--- config.mk ---
export PLATFORM = sky130hd
export DESIGN_NAME = vga_timing_core
export DESIGN_NICKNAME = d
export VERILOG_FILES = /design/src/rtl/vga_pkg.sv /design/src/rtl/vga_delay_line.sv /design/src/rtl/vga_timing_core.sv
export SDC_FILE = /design/constraint.sdc
export NUM_CORES = 1
export LEC_CHECK = 0
export CELL_PAD_IN_SITES_DETAIL_PLACEMENT = 1
export CELL_PAD_IN_SITES_GLOBAL_PLACEMENT = 1
export CORE_UTILIZATION = 37
export CTS_CLUSTER_SIZE = 12
export DETAILED_ROUTE_END_ITERATION = 8
export MAX_ROUTING_LAYER = met4
export PLACE_DENSITY = 0.87
export SKIP_CTS_REPAIR_TIMING = 1
export SLEW_MARGIN = 0
export SYNTH_ARGS = -nofsm -noshare
export SYNTH_HDL_FRONTEND = slang
export SYNTH_HIERARCHICAL = 1
export SYNTH_SLANG_ARGS = --single-unit
--- constraint.sdc ---
create_clock -name CLK -period 2.3 [get_ports CLK]
set_input_delay 0.23 -clock CLK [delete_from_list [all_inputs] [get_ports CLK]]
set_output_delay 0.23 -clock CLK [all_outputs]
set_load 0.05 [all_outputs]
--- src/rtl/vga_pkg.sv ---
`default_nettype none
// ----------------------------------------------------------------------------
// vga_pkg -- 640x480@60 timing constants and shared VGA types.   Rev 1.0
// ----------------------------------------------------------------------------
package vga_pkg;

    localparam int VGA_H_ACTIVE = 640;
    localparam int VGA_H_FP     = 16;
    localparam int VGA_H_SYNC   = 96;
    localparam int VGA_H_BP     = 48;
    localparam int VGA_V_ACTIVE = 480;
    localparam int VGA_V_FP     = 10;
    localparam int VGA_V_SYNC   = 2;
    localparam int VGA_V_BP     = 33;

    typedef logic [2:0] vga_red_t;
    typedef logic [2:0] vga_green_t;
    typedef logic [1:0] vga_blue_t;

    typedef struct packed {
        vga_red_t   r;
        vga_green_t g;
        vga_blue_t  b;
    } vga_rgb_t;

    // Per-pixel timing flags that travel alongside the framebuffer read.
    typedef struct packed {
        logic active;
        logic hsync;
        logic vsync;
        logic col0;
        logic frame0;
    } vga_flags_t;

    localparam int VGA_FLAGS_W = $bits(vga_flags_t);

endpackage
`default_nettype wire

--- src/rtl/vga_delay_line.sv ---
`default_nettype none
// ----------------------------------------------------------------------------
// vga_delay_line -- enable-gated shift register; DEPTH=0 is a pass-through.
// Rev 1.0
// ----------------------------------------------------------------------------
module vga_delay_line #(
    parameter int               WIDTH = 1,
    parameter int               DEPTH = 1,
    parameter logic [WIDTH-1:0] INIT  = '0
) (
    input  logic             clk_i,
    input  logic             rst_i,
    input  logic             en_i,
    input  logic [WIDTH-1:0] d_i,
    output logic [WIDTH-1:0] q_o
);

    if (DEPTH == 0) begin : g_pass
        logic unused_ok;
        assign unused_ok = &{1'b0, clk_i, rst_i, en_i};
        assign q_o       = d_i;
    end else begin : g_pipe
        logic [WIDTH-1:0] stage_q [DEPTH];

        always_ff @(posedge clk_i or posedge rst_i) begin
            if (rst_i) begin
                for (int i = 0; i < DEPTH; i++) begin
                    stage_q[i] <= INIT;
                end
            end else if (en_i) begin
                stage_q[0] <= d_i;
                for (int i = 1; i < DEPTH; i++) begin
                    stage_q[i] <= stage_q[i-1];
                end
            end
        end

        assign q_o = stage_q[DEPTH-1];
    end

endmodule
`default_nettype wire

--- src/rtl/vga_timing_core.sv ---
`default_nettype none
// ----------------------------------------------------------------------------
// vga_timing_core -- VGA raster counters, sync generation and colour gating
// aligned to a framebuffer with RD_LAT beats of read latency.   Rev 1.0
// ----------------------------------------------------------------------------
module vga_timing_core
    import vga_pkg::*;
#(
    parameter int H_ACTIVE = VGA_H_ACTIVE,
    parameter int H_FP     = VGA_H_FP,
    parameter int H_SYNC   = VGA_H_SYNC,
    parameter int H_BP     = VGA_H_BP,
    parameter int V_ACTIVE = VGA_V_ACTIVE,
    parameter int V_FP     = VGA_V_FP,
    parameter int V_SYNC   = VGA_V_SYNC,
    parameter int V_BP     = VGA_V_BP,
    parameter bit HS_POL   = 1'b0,
    parameter bit VS_POL   = 1'b0,
    parameter int RW       = $bits(vga_red_t),
    parameter int GW       = $bits(vga_green_t),
    parameter int BW       = $bits(vga_blue_t),
    parameter int RD_LAT   = 1,
    parameter int CW       = 10
) (
    input  logic          CLK,
    input  logic          RST,
    input  logic          PIX_EN,
    input  logic [RW-1:0] RED,
    input  logic [GW-1:0] GREEN,
    input  logic [BW-1:0] BLUE,
    output logic [CW-1:0] ROW,
    output logic [CW-1:0] COLUMN,
    output logic [RW-1:0] ROUT,
    output logic [GW-1:0] GOUT,
    output logic [BW-1:0] BOUT,
    output logic          HSYNC,
    output logic          VSYNC,
    output logic          ACTIVE,
    output logic          FRAME_START,
    output logic          LINE_START
);

    localparam int     H_TOTAL = H_ACTIVE + H_FP + H_SYNC + H_BP;
    localparam int     V_TOTAL = V_ACTIVE + V_FP + V_SYNC + V_BP;
    localparam longint MAX_CNT = longint'((H_TOTAL > V_TOTAL) ? H_TOTAL : V_TOTAL) - 1;

    if (((longint'(1) << CW) <= MAX_CNT) || (RD_LAT > 4) || (RD_LAT < 0)) begin : g_param_check
        $error("vga_timing_core: CW too narrow for the raster or RD_LAT outside 0..4");
    end

    // One extra bit so range ends equal to 2^CW still compare correctly.
    localparam logic [CW:0]   H_ACT_END  = (CW+1)'(H_ACTIVE);
    localparam logic [CW:0]   H_SYNC_BEG = (CW+1)'(H_ACTIVE + H_FP);
    localparam logic [CW:0]   H_SYNC_END = (CW+1)'(H_ACTIVE + H_FP + H_SYNC);
    localparam logic [CW:0]   V_ACT_END  = (CW+1)'(V_ACTIVE);
    localparam logic [CW:0]   V_SYNC_BEG = (CW+1)'(V_ACTIVE + V_FP);
    localparam logic [CW:0]   V_SYNC_END = (CW+1)'(V_ACTIVE + V_FP + V_SYNC);
    localparam logic [CW-1:0] H_LAST     = CW'(H_TOTAL - 1);
    localparam logic [CW-1:0] V_LAST     = CW'(V_TOTAL - 1);

    logic [CW-1:0] h_q, h_d;
    logic [CW-1:0] v_q, v_d;
    logic [CW:0]   h_ext, v_ext;
    vga_flags_t    flags_cur;
    vga_flags_t    flags_dly;

    logic [RW-1:0] rout_q, rout_d;
    logic [GW-1:0] gout_q, gout_d;
    logic [BW-1:0] bout_q, bout_d;
    logic          hsync_q, hsync_d;
    logic          vsync_q, vsync_d;
    logic          active_q, active_d;
    logic          frame_start_q, frame_start_d;
    logic          line_start_q, line_start_d;

    always_comb begin
        h_d = h_q + CW'(1);
        v_d = v_q;
        if (h_q == H_LAST) begin
            h_d = '0;
            v_d = (v_q == V_LAST) ? '0 : v_q + CW'(1);
        end
    end

    assign h_ext = {1'b0, h_q};
    assign v_ext = {1'b0, v_q};

    always_comb begin
        flags_cur        = '0;
        flags_cur.active = (h_ext < H_ACT_END) && (v_ext < V_ACT_END);
        flags_cur.hsync  = (h_ext >= H_SYNC_BEG) && (h_ext < H_SYNC_END);
        flags_cur.vsync  = (v_ext >= V_SYNC_BEG) && (v_ext < V_SYNC_END);
        flags_cur.col0   = (h_q == '0);
        flags_cur.frame0 = (h_q == '0) && (v_q == '0);
    end

    // Flags wait RD_LAT beats so they meet the colour of the same pixel.
    vga_delay_line #(
        .WIDTH (VGA_FLAGS_W),
        .DEPTH (RD_LAT),
        .INIT  ({VGA_FLAGS_W{1'b0}})
    ) u_flag_dly (
        .clk_i (CLK),
        .rst_i (RST),
        .en_i  (PIX_EN),
        .d_i   (flags_cur),
        .q_o   (flags_dly)
    );

    always_comb begin
        rout_d        = '0;
        gout_d        = '0;
        bout_d        = '0;
        active_d      = flags_dly.active;
        hsync_d       = flags_dly.hsync ? HS_POL : ~HS_POL;
        vsync_d       = flags_dly.vsync ? VS_POL : ~VS_POL;
        frame_start_d = PIX_EN & flags_dly.frame0;
        line_start_d  = PIX_EN & flags_dly.col0;
        if (flags_dly.active) begin
            rout_d = RED;
            gout_d = GREEN;
            bout_d = BLUE;
        end
    end

    // Pulses re-evaluate every clock so they drop on the first disabled cycle.
    always_ff @(posedge CLK or posedge RST) begin
        if (RST) begin
            h_q           <= '0;
            v_q           <= '0;
            rout_q        <= '0;
            gout_q        <= '0;
            bout_q        <= '0;
            active_q      <= 1'b0;
            hsync_q       <= ~HS_POL;
            vsync_q       <= ~VS_POL;
            frame_start_q <= 1'b0;
            line_start_q  <= 1'b0;
        end else begin
            frame_start_q <= frame_start_d;
            line_start_q  <= line_start_d;
            if (PIX_EN) begin
                h_q      <= h_d;
                v_q      <= v_d;
                rout_q   <= rout_d;
                gout_q   <= gout_d;
                bout_q   <= bout_d;
                active_q <= active_d;
                hsync_q  <= hsync_d;
                vsync_q  <= vsync_d;
            end
        end
    end

    assign COLUMN      = h_q;
    assign ROW         = v_q;
    assign ROUT        = rout_q;
    assign GOUT        = gout_q;
    assign BOUT        = bout_q;
    assign ACTIVE      = active_q;
    assign HSYNC       = hsync_q;
    assign VSYNC       = vsync_q;
    assign FRAME_START = frame_start_q;
    assign LINE_START  = line_start_q;

endmodule
`default_nettype wire

==> results of run 1 <==
-- how the worst min path moves through the flow --
stage | from | to | cells past startpoint
6_report | RST | u_flag_dly/q_o[3] | 2
5_1_grt | RST | u_flag_dly/q_o[3] | 2
4_1_cts | RST | u_flag_dly/q_o[2] | 2
3_5_place_dp | u_flag_dly/q_o[2] | VSYNC | 1
3_3_place_gp | u_flag_dly/q_o[2] | VSYNC | 1
2_1_floorplan | RST | u_flag_dly/q_o[0] | 1
-- critical path, delay by kind of cell, from the launching register on --
family,cells,cell delay (ns)
flops,1,0.41
buf+inv,1,0.11
fa+ha+maj,1,0.15
simple gates,2,0.89
compound gates,2,0.47
-- synthesized netlist by cell type --
cell type / instances / share of area (%)
a2111oi_0: 1 / 0.47
a21o_1: 3 / 1.2
a21oi_1: 3 / 0.81
a22o_1: 5 / 2.4
a2bb2oi_1: 1 / 0.47
a31oi_1: 1 / 0.34
and2_1: 4 / 1.3
and3_1: 7 / 2.4
and4_1: 1 / 0.47
buf_1: 1 / 0.20
buf_2: 1 / 0.27
buf_4: 1 / 0.40
clkbuf_1: 2 / 0.40
dfrtp_1: 36 / 48
dfstp_2: 2 / 2.8
ha_1: 4 / 2.7
inv_1: 21 / 4.2
mux2_2: 6 / 3.6
mux2i_1: 3 / 1.6
nand2_1: 22 / 4.4
nand2b_1: 1 / 0.34
nand3_1: 5 / 1.3
nand4_1: 4 / 1.3
nand4_2: 1 / 0.67
nand4b_4: 1 / 1.3
nor2_1: 10 / 2.0
nor2_2: 1 / 0.34
nor2b_1: 1 / 0.34
nor3_1: 3 / 0.81
nor4_1: 2 / 0.67
nor4b_1: 2 / 0.94
o21ai_0: 18 / 4.8
o22ai_1: 1 / 0.34
o31ai_1: 1 / 0.40
or2_2: 1 / 0.34
or2_4: 1 / 0.47
or3_1: 1 / 0.34
or3_4: 1 / 0.61
or4_1: 2 / 0.81
xnor2_1: 5 / 2.4
xor2_1: 1 / 0.47
-- power breakdown --
group | internal, uW | switching (uW)
Combinational | 202 | 327
Sequential | 725 | 92.2
Clock | 242 | 222
-- layout make-up --
type | count | area, um^2 | share of cell area (%)
Tap cell | 67 | 83.8 | 3.35
Clock inverter | 1 | 5.00 | 0.200
Multi-Input combinational cell | 124 | 805 | 32.2
Clock buffer | 7 | 86.3 | 3.45
Inverter | 21 | 78.8 | 3.15
Sequential cell | 38 | 953 | 38.1
Timing Repair Buffer | 49 | 488 | 19.5
-- flip-flops by register name (all words and copies together), names as in the netlist --
name and flops:
ACTIVE 1, BOUT 2, COLUMN 10, FRAME_START 1, GOUT 3, HSYNC 1
LINE_START 1, ROUT 3, ROW 10, VSYNC 1, u_flag_dly/q_o 5
-- metal layers --
layer  vias to the layer above  share of wire (%)
met5                         -                  0
met1                       787                 44
met2                        33                 51
met4                         0                1.8
li1                        745                  -
met3                         5                3.2
-- cell families (layout without fill, tap and decap cells) --
group,Yosys count,after routing
simple gates,71,71
xor+xnor,6,6
buf+inv,26,78
mux,9,9
compound gates,34,34
fa+ha+maj,4,4
flops,38,38
-- layout by cell type (no fill, tap or decap), types with 4 or more instances in the layout --
cell type,synthesis,final
a22o_1,5,5
and2_1,4,4
and3_1,7,7
buf_4,1,5
clkbuf_8,0,6
clkdlybuf4s50_1,0,43
dfrtp_1,36,36
ha_1,4,4
inv_1,21,21
mux2_2,6,6
nand2_1,22,22
nand3_1,5,5
nand4_1,4,4
nor2_1,10,10
o21ai_0,18,18
xnor2_1,5,5
-- per-stage QoR --
stage | instance area (um^2) | worst slack (ns) | hold slack, ns | power, uW | instances
6_report | 2500 | 0.145 | 0.183 | 1810 | 307
5_1_grt | 2500 | 0.0350 | 0.190 | 1900 | 307
4_1_cts | 2500 | 0.184 | 0.172 | 1840 | 307
3_5_place_dp | 2410 | 0.204 | 0.410 | 1360 | 299
3_3_place_gp | 2410 | 0.341 | 0.396 | 1350 | 299
2_1_floorplan | 1860 | 0.158 | 0.00852 | 1170 | 188
==> out/results.ini, run 1 <==
[yosys]
muxShareOfSynthArea_pct = 5.25
synth_nets = 203
synth_cell_types = 41
syn_avg_cell_area_um2 = 9.90
netlist_area_mm2 = 0.00186
synth_warnings = 6
syn_inst = 188
synth-xor-area-share_pct = 2.82
synth_adder_area_share_pct = 2.69
synth_compound_area_share_pct = 11.2
yosys.area_share.simple_pct = 21.3
synth_top_family_by_area = simple AND/OR/NAND/NOR gates
seq_area_frac_synth_pct = 51.2
synth-seq-cells = 38

[worst_setup_path]
path_cells = inv_1 -> ha_1 -> nor4b_1 -> nand3_1 -> a21o_1 -> a22o_1
crit_type = reg -> reg
cp_max_fo = 7
cp-endpoint = ROW[7]
slowest_stage = nor4b_1
max_stage_delay_ns = 0.50
end_kind = flip-flop
crit_arrival_ns = 2.33
cp.required_ns = 2.48
crit_path_start = ROW[0]
regToRegStartpoint = ROW[0]
rrSetupSlack_ns = 0.15
reg2reg_depth = 6
reg2reg_to = ROW[7]
startpoint_type = flip-flop

[floorplanning]
rows = 25
start_util_pct = 38.9
die_area_mm2 = 0.00532
io_pins = 44
die_y_um = 72.9
chipWidth_um = 72.9
coreArea_mm2 = 0.00479

[clock_tree]
cts_tree = built
clock_latency_ns = 0.29
cts_buffer_depth = 2
cts_root_buffer = clkbuf_8
numCtsBuffers = 5
clk_transition_reported_paths_ns = 0.07
cts_sinks = 38
cts.htree.levels = 2

[final_layout]
nets = 254
drive_gt1_share_pct = 11.3
n_antenna_cell = 0
fill_cells = 552
finish.utilization_pct = 52.2
syn2layout_area_growth_pct = 34.4

[detailed_routing]
drt_wl_total_mm = 4.51
drt-pass1-iter-count = 4
via_per_inst = 5.11
ant_nets = 0
avgRoutedWirePerCell_um = 14.7
route.detailed.drc = 0
vias = 1570
first_iter_violations = 90

[worst_hold_path]
hp-class = in -> async

[timing]
post-route-min-period_ns = 2.15
setup_viol = 0
worst_pin_slew_ns = 0.617
hold_viol_final = 0
fmax_ghz = 0.464
tns_ns = 0
drv_slew = 0
rsz0062_at_grt = no
fin_skew_ns = 0.00280
finalCritPeriodShare_pct = 93.7
maxSlewHeadroom_pct = 58.3

[placed_design]
dp_hpwl_mm = 3.34
portBuffers = 43
routabilityCongestion = 0.866

[global_routing]
grt_pass1_wl_mm = 7.45
antenna_found_initial = 0
grt-busiest-layer = met2
grt_max_degree = 26
groute.usage.overall_pct = 19.4
grt_overflow_total = 0
use_met1_pct = 23.4
grt_pass1_vias = 1558
grt.met2_usage_pct = 31.6
grt_use_met3_pct = 2.49

[pwr]
leakage_uw = 0.00113
power_density_mw_per_mm2 = 724
peakVddDrop_mv = 0.475

[status]
status = completed

[job]
cap_violations = 0

No activity file was read; power rests on OpenSTA's default activity.
==> run 2, diff against run 1 <==
- TNS_END_PERCENT: unset -> 10
==> results of run 2 <==
Final layout, timing and power as in run 1 (identical DEF).
==> run 3, diff against run 2 <==
- clock period: 2.3 -> 2.18 ns (I/O delays scaled with it)
==> out/results.ini, run 3 (synthesis results as in run 1) <==
[timing]
maxSlewHeadroom_pct = 65.5
hold_viol_final = 0
rsz0062_at_grt = no
fmax_ghz = 0.525
post-route-min-period_ns = 1.91
fin_skew_ns = 0.00739
tns_ns = 0
finalCritPeriodShare_pct = 87.4
setup_viol = 0
worst_pin_slew_ns = 0.517
drv_slew = 0

[worst_setup_path]
rrSetupSlack_ns = 0.29
startpoint_type = flip-flop
cp_max_fo = 8
cp.required_ns = 1.96
path_cells = clkdlybuf4s50_1
cp_num_buf_inv = 1
end_kind = primary output
crit_type = reg -> out
crit_arrival_ns = 1.69
slowest_stage = clkdlybuf4s50_1
cp_top_family = buffers and inverters
max_stage_delay_ns = 0.87

[final_layout]
final_common_cell = clkdlybuf4s50_1
syn2layout_area_growth_pct = 35.3
nets = 255
fin_area_mm2 = 0.00252
fill_cells = 561
drive_gt1_share_pct = 12.4
finish.utilization_pct = 52.6
n_antenna_cell = 0
layout_common_cells = 43 x clkdlybuf4s50_1, 36 x dfrtp_1, 22 x nand2_1

[job]
cap_violations = 0

[global_routing]
antenna_found_initial = 0
groute.usage.overall_pct = 20.7
grt_pass1_vias = 1588
grt_pass1_wl_mm = 7.80
grt_overflow_total = 0
grt_max_degree = 26

[clock_tree]
cts_buffer_depth = 2
cts_sinks = 38
cts_root_buffer = clkbuf_8
numCtsBuffers = 5
clk_transition_reported_paths_ns = 0.08
clock_latency_ns = 0.30
cts_tree = built
cts.htree.levels = 2

[floorplanning]
chipWidth_um = 72.9
coreArea_mm2 = 0.00479
die_y_um = 72.9
start_util_pct = 38.9
die_area_mm2 = 0.00532
io_pins = 44
rows = 25

[pwr]
peakVddDrop_mv = 0.620
leakage_uw = 0.00113
power_density_mw_per_mm2 = 772
p_total_uw = 1940

[detailed_routing]
route.detailed.drc = 0
via_per_inst = 5.06
vias = 1560
avgRoutedWirePerCell_um = 15.6
first_iter_violations = 81
ant_nets = 0
drt-pass1-iter-count = 4
drt_wl_total_mm = 4.79

[placed_design]
placed_area_mm2 = 0.00242
dp_hpwl_mm = 3.44
portBuffers = 43
routabilityCongestion = 0.882

[status]
status = completed

[worst_hold_path]
hp-class = in -> async

==> run 3: worst paths after layout <==
kind                              startpoint                end  cells past startpoint
max reg2reg                        COLUMN[0]             ROW[9]                      5
min in group CLK           u_flag_dly/q_o[3]              HSYNC                      1
max in group asynchronous                RST              HSYNC                      3
min                                      RST  u_flag_dly/q_o[0]                      2
max                                COLUMN[8]          COLUMN[8]                      1
min reg2reg                u_flag_dly/q_o[3]              HSYNC                      1
==> run 3: metrics by stage <==
step / hold WS [ns] / instances / worst slack [ns]
detailed placement: 0.416 / 300 / 0.187
global route: 0.169 / 308 / 0.156
global placement: 0.400 / 300 / 0.278
floorplan: -0.00348 / 188 / 0.0382
CTS: 0.155 / 308 / 0.125
finish: 0.170 / 308 / 0.274
==> run 3: report_power, final <==
part | internal (uW) | switching (uW)
Sequential | 765 | 99.2
Combinational | 213 | 349
Clock | 254 | 263
==> run 3: per-layer routing <==
layer | GRT usage, % | up-vias | share of wire (%)
li1 | - | 749 | -
met1 | 25.5 | 773 | 45
met2 | 32.1 | 32 | 50
met3 | 5.52 | 6 | 3.6
met4 | 8.71 | 0 | 1.6
met5 | - | - | 0
==> run 3: final cells by class <==
type / count / area (um^2) / share of cell area (%)
clock buffer: 6 / 82.6 / 3.28
clock inverter: 2 / 12.5 / 0.497
inverter: 21 / 78.8 / 3.13
multi-input combinational: 124 / 811 / 32.2
sequential: 38 / 953 / 37.9
tap: 67 / 83.8 / 3.33
timing repair buffer: 50 / 495 / 19.7
